[config.mk]
export PLATFORM = sky130hd
export DESIGN_NAME = risc_cpu_core
export DESIGN_NICKNAME = d
export VERILOG_FILES = /design/src/rtl/cpu_pkg.sv /design/src/rtl/cpu_alu.sv /design/src/rtl/risc_cpu_core.sv
export SDC_FILE = /design/constraint.sdc
export NUM_CORES = 1
export LEC_CHECK = 0
export CAP_MARGIN = 30
export CELL_PAD_IN_SITES_DETAIL_PLACEMENT = 0
export CELL_PAD_IN_SITES_GLOBAL_PLACEMENT = 1
export CORE_ASPECT_RATIO = 1.75
export CORE_MARGIN = 3
export CORE_UTILIZATION = 40
export CTS_BUF_LIST = sky130_fd_sc_hd__clkbuf_16
export DETAILED_ROUTE_END_ITERATION = 7
export DONT_BUFFER_PORTS = 1
export PLACE_DENSITY_LB_ADDON = 0.1
export SKIP_CTS_REPAIR_TIMING = 1
export SLEW_MARGIN = 20
export SYNTH_ARGS = -nofsm -noshare
export SYNTH_HDL_FRONTEND = slang
export SYNTH_HIERARCHICAL = 1
export SYNTH_SLANG_ARGS = --single-unit
[constraint.sdc]
create_clock -name clk -period 4.7 [get_ports clk]
set_clock_uncertainty 0.1 [all_clocks]
set_input_delay 0.94 -clock clk [delete_from_list [all_inputs] [get_ports clk]]
set_output_delay 0.94 -clock clk [all_outputs]
set_load 0.02 [all_outputs]
[src/rtl/cpu_pkg.sv]
// Shared definitions for the accumulator CPU: default widths, opcodes and controller states.
// Latency: n/a (definitions only).
// Backpressure: n/a.
package cpu_pkg;

  localparam int DEF_DATA_W = 8;
  localparam int DEF_ADDR_W = 5;

  // Opcode occupies the top three bits of every instruction word.
  localparam logic [2:0] OP_HLT = 3'd0;
  localparam logic [2:0] OP_SKZ = 3'd1;
  localparam logic [2:0] OP_ADD = 3'd2;
  localparam logic [2:0] OP_AND = 3'd3;
  localparam logic [2:0] OP_XOR = 3'd4;
  localparam logic [2:0] OP_LDA = 3'd5;
  localparam logic [2:0] OP_STO = 3'd6;
  localparam logic [2:0] OP_JMP = 3'd7;

  typedef enum logic [2:0] {
    ST_FETCH   = 3'd0,
    ST_DECODE  = 3'd1,
    ST_EXEC_RD = 3'd2,
    ST_EXEC_WR = 3'd3,
    ST_HALTED  = 3'd4
  } state_t;

endpackage

[src/rtl/cpu_alu.sv]
// Accumulator ALU: ADD (carry dropped), AND, XOR, and LDA pass-through of the memory operand.
// Latency: combinational.
// Backpressure: none.
// Ports: op (opcode), acc (accumulator), m (memory operand), result.
module cpu_alu
  import cpu_pkg::*;
#(
  parameter int DATA_W = DEF_DATA_W
) (
  input  logic [2:0]        op,
  input  logic [DATA_W-1:0] acc,
  input  logic [DATA_W-1:0] m,
  output logic [DATA_W-1:0] result
);

  always_comb begin
    result = m;
    case (op)
      OP_ADD:  result = acc + m;
      OP_AND:  result = acc & m;
      OP_XOR:  result = acc ^ m;
      default: result = m;
    endcase
  end

endmodule

[src/rtl/risc_cpu_core.sv]
// Accumulator CPU core with PC/IR/ACC and a fetch/decode/execute controller on a req/ack memory port.
// Latency: zero-wait HLT/SKZ/JMP 2 cycles, ADD/AND/XOR/LDA/STO 3 cycles; each memory wait cycle adds 1.
// Backpressure: a request holds req/we/addr/wdata stable until mem_ack; ack with no request is ignored.
// Ports: clk, rst (sync, active-high), start (restart from HALTED); mem_req/mem_we/mem_addr/mem_wdata
//        out, mem_rdata/mem_ack in; halted, retire (1-cycle per instruction), pc_dbg, acc_dbg.
module risc_cpu_core
  import cpu_pkg::*;
#(
  parameter int DATA_W = DEF_DATA_W,
  parameter int ADDR_W = DEF_ADDR_W
) (
  input  logic              clk,
  input  logic              rst,
  input  logic              start,
  output logic              mem_req,
  output logic              mem_we,
  output logic [ADDR_W-1:0] mem_addr,
  output logic [DATA_W-1:0] mem_wdata,
  input  logic [DATA_W-1:0] mem_rdata,
  input  logic              mem_ack,
  output logic              halted,
  output logic              retire,
  output logic [ADDR_W-1:0] pc_dbg,
  output logic [DATA_W-1:0] acc_dbg
);

  if (DATA_W < 3 + ADDR_W) begin : g_bad_width
    $error("risc_cpu_core: DATA_W must be at least 3 + ADDR_W");
  end

  state_t            state;
  logic [ADDR_W-1:0] pc;
  logic [ADDR_W-1:0] pc_inc;
  logic [ADDR_W-1:0] operand;
  logic [DATA_W-1:0] ir;
  logic [DATA_W-1:0] acc;
  logic [DATA_W-1:0] alu_result;
  logic [2:0]        opcode;
  logic              unused_ir;

  assign pc_inc    = pc + ADDR_W'(1);
  assign opcode    = ir[DATA_W-1 -: 3];
  assign operand   = ir[ADDR_W-1:0];
  // Bits between opcode and operand carry no meaning.
  assign unused_ir = ^ir;
  assign pc_dbg    = pc;
  assign acc_dbg   = acc;

  cpu_alu #(.DATA_W(DATA_W)) u_alu (
    .op     (opcode),
    .acc    (acc),
    .m      (mem_rdata),
    .result (alu_result)
  );

  // Requests are registered: every transition into a requesting state loads
  // req/we/addr/wdata on the same edge, so the request is live in the state's
  // first cycle and zero-wait memory can ack it immediately. Only the very
  // first FETCH after reset arrives with mem_req low and issues it itself.
  always_ff @(posedge clk) begin
    if (rst) begin
      state     <= ST_FETCH;
      pc        <= '0;
      ir        <= '0;
      acc       <= '0;
      mem_req   <= 1'b0;
      mem_we    <= 1'b0;
      mem_addr  <= '0;
      mem_wdata <= '0;
      retire    <= 1'b0;
      halted    <= 1'b0;
    end else begin
      retire <= 1'b0;
      case (state)
        ST_FETCH: begin
          if (!mem_req) begin
            mem_req  <= 1'b1;
            mem_we   <= 1'b0;
            mem_addr <= pc;
          end else if (mem_ack) begin
            ir      <= mem_rdata;
            pc      <= pc_inc;
            mem_req <= 1'b0;
            state   <= ST_DECODE;
          end
        end
        ST_DECODE: begin
          case (opcode)
            OP_HLT: begin
              retire <= 1'b1;
              halted <= 1'b1;
              state  <= ST_HALTED;
            end
            OP_SKZ: begin
              // Zero test looks at ACC as it stands before this instruction.
              retire  <= 1'b1;
              state   <= ST_FETCH;
              mem_req <= 1'b1;
              mem_we  <= 1'b0;
              if (acc == '0) begin
                pc       <= pc_inc;
                mem_addr <= pc_inc;
              end else begin
                mem_addr <= pc;
              end
            end
            OP_JMP: begin
              retire   <= 1'b1;
              pc       <= operand;
              state    <= ST_FETCH;
              mem_req  <= 1'b1;
              mem_we   <= 1'b0;
              mem_addr <= operand;
            end
            OP_STO: begin
              state     <= ST_EXEC_WR;
              mem_req   <= 1'b1;
              mem_we    <= 1'b1;
              mem_addr  <= operand;
              mem_wdata <= acc;
            end
            default: begin
              state    <= ST_EXEC_RD;
              mem_req  <= 1'b1;
              mem_we   <= 1'b0;
              mem_addr <= operand;
            end
          endcase
        end
        ST_EXEC_RD, ST_EXEC_WR: begin
          if (mem_ack) begin
            if (state == ST_EXEC_RD) acc <= alu_result;
            retire   <= 1'b1;
            state    <= ST_FETCH;
            mem_we   <= 1'b0;
            mem_addr <= pc;
          end
        end
        ST_HALTED: begin
          if (start) begin
            halted   <= 1'b0;
            state    <= ST_FETCH;
            mem_req  <= 1'b1;
            mem_we   <= 1'b0;
            mem_addr <= pc;
          end
        end
        default: state <= ST_FETCH;
      endcase
    end
  end

endmodule

## Yosys cells after proc, flatten, opt, wreduce, memory -nomap -nowiden

Cells that the tools add are included.

| storage, ports and cells | value |
|---|---|
| input port bits | 12 |
| bits in registers | 41 |

| cells by class | value |
|---|---|
| bitwise gates (word level) | 2 |
| eq/ne operators | 18 |
| reduce and logical (&&, ||, !) cells | 18 |
| $add $sub $neg | 2 |
| multiplexer cells | 32 |

Operators with widths:

| kind | count |
|---|---|
| $mux W5 | 6 |
| $pmux W5 S2 | 3 |
| $pmux W8 S3 | 1 |
| $pmux W5 S4 | 1 |
| $eq A3 B2 Y1 const B | 4 |
| $eq A3 B3 Y1 const B | 4 |
| $mux W3 | 4 |
| $ne A2 B2 Y1 const B | 6 |
| $pmux W3 S4 | 1 |
| $reduce_and A3 Y1 | 4 |
| $mux W1 | 10 |
| $pmux W3 S3 | 1 |
| $add A8 B8 Y8 | 1 |
| $and A8 B8 Y8 | 1 |
| $logic_not A8 Y1 | 1 |
| $reduce_and A4 Y1 | 2 |
| $xor A8 B8 Y8 | 1 |
| $eq A3 B1 Y1 const B | 2 |
| $logic_not A3 Y1 | 2 |
| $pmux W1 S2 | 3 |
| $add A5 B1 Y5 const B | 1 |
| $reduce_and A5 Y1 | 1 |
| $pmux W1 S4 | 1 |
| $reduce_bool A2 Y1 | 2 |
| other kinds (8) | 9 |

## Longest topological paths before layout

| logic depth | value |
|---|---|
| depth after elaboration | 4 |
| mapped depth | 9 |

## Modules after synthesis

The synthesis kept the hierarchy.

Modules (own cells, without submodules):

| module | area an instance (um2) | cells each | times used | sequential area each (um2) |
|---|---|---|---|---|
| risc_cpu_core | 2067.0 | 249 | 1 | 820.8 |
| cpu_alu | 671.9 | 97 | 1 | 0.0 |

## Worst setup path before layout

Ideal clock, no wire load.

| timing | value |
|---|---|
| kind | input-to-reg |
| start point | in mem_rdata[0] |
| end point | reg acc[6] (netlist: acc_dbg[6]) |
| slack | 2.158 ns |
| data arrival time | 2.372 ns |
| stages | 9 |
| setup time | 0.070 ns |
| cell sequence | ha_1 -> inv_1 -> fa_1 -> nor2b_1 -> o31a_1 -> or4_1 -> nand3_1 -> nand2_1 -> a21oi_1 |

| on the way | value |
|---|---|
| longest elaborated chain between the ends | 2 |

Ends and longest elaborated chain:

| element | RTL line | text |
|---|---|---|
| start: declaration | risc_cpu_core.sv:19 | `input logic [DATA_W-1:0] mem_rdata,` |
| $add A8 B8 Y8 | cpu_alu.sv:19 | `OP_ADD: result = acc + m;` |
| $pmux W8 S3 | cpu_alu.sv:18 | `case (op)` |
| net alu_result[6] | risc_cpu_core.sv:37 | `logic [DATA_W-1:0] alu_result;` |
| end signal: assignment | risc_cpu_core.sv:132 | `if (state == ST_EXEC_RD) acc <= alu_result;` |
| end: declaration | risc_cpu_core.sv:36 | `logic [DATA_W-1:0] acc;` |

The timed path passes the listed nets, and every way through them passes these cells.
A chain may end at the register's enable or synchronous reset.

## Worst setup path in the final report

| timing | value |
|---|---|
| start point | reg state[0] |
| end point | reg mem_wdata[5] |

| on the way | value |
|---|---|
| longest elaborated chain between the ends | 2 |

Ends and longest elaborated chain:

| element | RTL line | text |
|---|---|---|
| start: declaration | risc_cpu_core.sv:31 | `state_t state;` |
| start signal: assignment | risc_cpu_core.sv:62 | `state <= ST_FETCH;` |
| start signal: assignment | risc_cpu_core.sv:84 | `state <= ST_DECODE;` |
| start signal: assignment | risc_cpu_core.sv:92 | `state <= ST_HALTED;` |
| $eq A3 B1 Y1 | risc_cpu_core.sv:74 | `case (state)` |
| $reduce_and A2 Y1 (no line) | - |  |
| end signal: assignment | risc_cpu_core.sv:69 | `mem_wdata <= '0;` |
| end signal: assignment | risc_cpu_core.sv:120 | `mem_wdata <= acc;` |
| end: declaration | risc_cpu_core.sv:18 | `output logic [DATA_W-1:0] mem_wdata,` |

Every way passes these cells.

==> reports/metrics.csv <==
metric;value;unit
p_leak;0.992;nW
nNetsFinal;355;
busiest_layer;met2;
first_global_vias;2469;
synthArstFlopShare;0;%
crit_start;state[0];
synth_seq_cells;41;
grt_overflow;0;
stdcell_area;2910;sq um
synth_area;2740;sq um
worstHoldStart;ir[1];
synth_nets;368;
critPathRequiredTime;4.78;ns
yosysWarnings;6;
dr.pass1.iters;4;
clock-sinks;41;
min_path_type;flop to flop;
pin_count;42;
hpwl;5880;microns
core-area;6590;sq um
status;finished clean;
grt_pass1_wl;13000;microns
fmaxAchievable;395;MHz
die_w;68.6;microns
rsz0062_at_grt;no;
gr-usage-met3;4.75;%
power_density;325;nW/um^2
finalHoldViolations;0;
drtAntennaViolNets;0;
htree_num_levels;2;
max_slew_margin;38.3;%
worst_pin_slew;0.921;ns
diodes;0;
yosysTopAreaCell;dfxtp_1;
vias;2493;
peakVddDrop;186;uV
worstReg2RegStart;state[0];
totalWireLength;7920;microns
drt_iter0_drc;215;
cts_made_buffers;5;
synth.yosys.seq_area_share;30.0;%
fin_setup_tns;0;ns
cts_tree;built;
arrival;2.61;ns
fin_crit;2.53;ns
syn_inst;346;
layout-drive-gt1-share;7.78;%
globalRouteTotalUtil;21.9;%
cts-root-buf;clkbuf_16;
fill_cells;707;
clock_latency;0.29;ns
end_kind;flop;
yosys-top-cells-area;dfxtp_1 30%, a21oi_1 6.0%, nand2_1 6.0%;
drt-vias-per-instance;5.99;
gp_congestion;0.846;
wire_per_inst;19.0;microns
maxCapViolations;0;
grtUsageMet2;40.1;%
drc;0;
cts.clk_slew.worst_paths;0.06;ns
grt_max_degree;45;
cp-start-kind;flop;
cp_max_fo;19;
setup_violations;0;
use_met1;23.4;%
critPathKind;flop to flop;
dpl-instance-area;2740;sq um
synth_cell_type_count;65;
synth_top_area_share;30.0;%
dieArea;7920;sq um
clk_path_buf_depth;2;
die_h;115;microns
rows;39;
synth-edff-count;0;
area_delta_synth_final;6.08;%
fin_crit_sh;53.9;%
portBuffers;0;
grt_antenna_before_repair;0;
postSynthAreaPerCell;7.92;sq um
synth-main-ff-cell;dfxtp_1;
final-max-slew-violation-count;0;
start_util;41.6;%
cells by family (layout without fill, tap and decap cells):
| group | after synthesis | in the layout | share of synthesized area, % |
|---|---|---|---|
| compound gates | 106 | 106 | 25.9 |
| flops | 41 | 41 | 30.0 |
| fa+ha+maj | 10 | 10 | 4.84 |
| buf+inv | 32 | 20 | 5.71 |
| mux | 16 | 16 | 6.03 |
| xor+xnor | 6 | 6 | 1.92 |
| simple gates | 135 | 135 | 25.7 |
cells in the mapped netlist, drive strengths merged (9+ instances only):
master / instances
o21ai: 22
clkbuf: 9
mux2i: 12
nor3: 9
ha: 9
nor2: 35
dfxtp: 41
nand2: 44
nand3: 9
buf: 13
inv: 10
a21oi: 33
state kept, by name, indices dropped and copies added (netlist names):
register   flops
acc_dbg        8
halted         1
ir             8
mem_addr       5
mem_req        1
mem_wdata      8
mem_we         1
pc_dbg         5
retire         1
state          3
worst max-delay path: stages, from the launching register on:
cell and delay [ns]:
dfxtp_1 0.68, or3b_4 0.55, nor3_2 0.77, mux2i_1 0.27, nor2_1 0.05
cell usage in the layout (no fill, tap or decap), drive strengths merged, types with 4 or more instances in the layout:
master	instances
nor2b	4
o21a	5
a221oi	5
nor4	6
mux2i	12
nand3	9
nor2	35
a31oi	6
nand2	44
inv	11
mux2	4
o22ai	4
clkbuf	5
ha	9
nor3	9
a21oi	33
dfxtp	41
o21ai	22
and2	5
final timing paths:
check	endpoint	slack [ns]	depth (start not counted)
min	ir[1]	0.37	2
max reg2reg	mem_wdata[5]	2.17	4
max	mem_wdata[5]	2.17	4
min reg2reg	ir[1]	0.37	2
metrics by stage:
stage	hold slack [ns]	cells	total power [mW]	setup WS, ns	util, %
after floorplan	0.345	346	0.529	2.16	-
after global placement	0.359	408	0.558	2.08	41.6
after detailed placement	0.361	408	0.558	2.05	41.6
after CTS	0.372	416	0.957	2.16	44.1
after global routing	0.389	416	0.992	2.01	44.1
final	0.367	416	0.944	2.17	44.1
where the power goes:
| group | switching (mW) | internal (mW) |
|---|---|---|
| logic | 0.0869 | 0.0591 |
| clock network | 0.144 | 0.250 |
| registers | 0.0397 | 0.364 |
| total | 0.271 | 0.673 |
area by class of cell:
class                      instances  area (sq um)  share of cell area (%)
timing repair buffer               2          15.0                   0.517
clock buffer                       5           125                    4.31
multi-input combinational        273          1760                    60.6
tap                               82           103                    3.53
inverter                          10          37.5                    1.29
clock inverter                     3          42.5                    1.46
sequential                        41           821                    28.3
routing by layer:
layer / wire [microns] / share of wire (%)
met2: 4470 / 56
met5: 0 / 0
met4: 153 / 1.9
met1: 2950 / 37
met3: 352 / 4.4
Note: power is estimated with default switching activity, not from simulation.
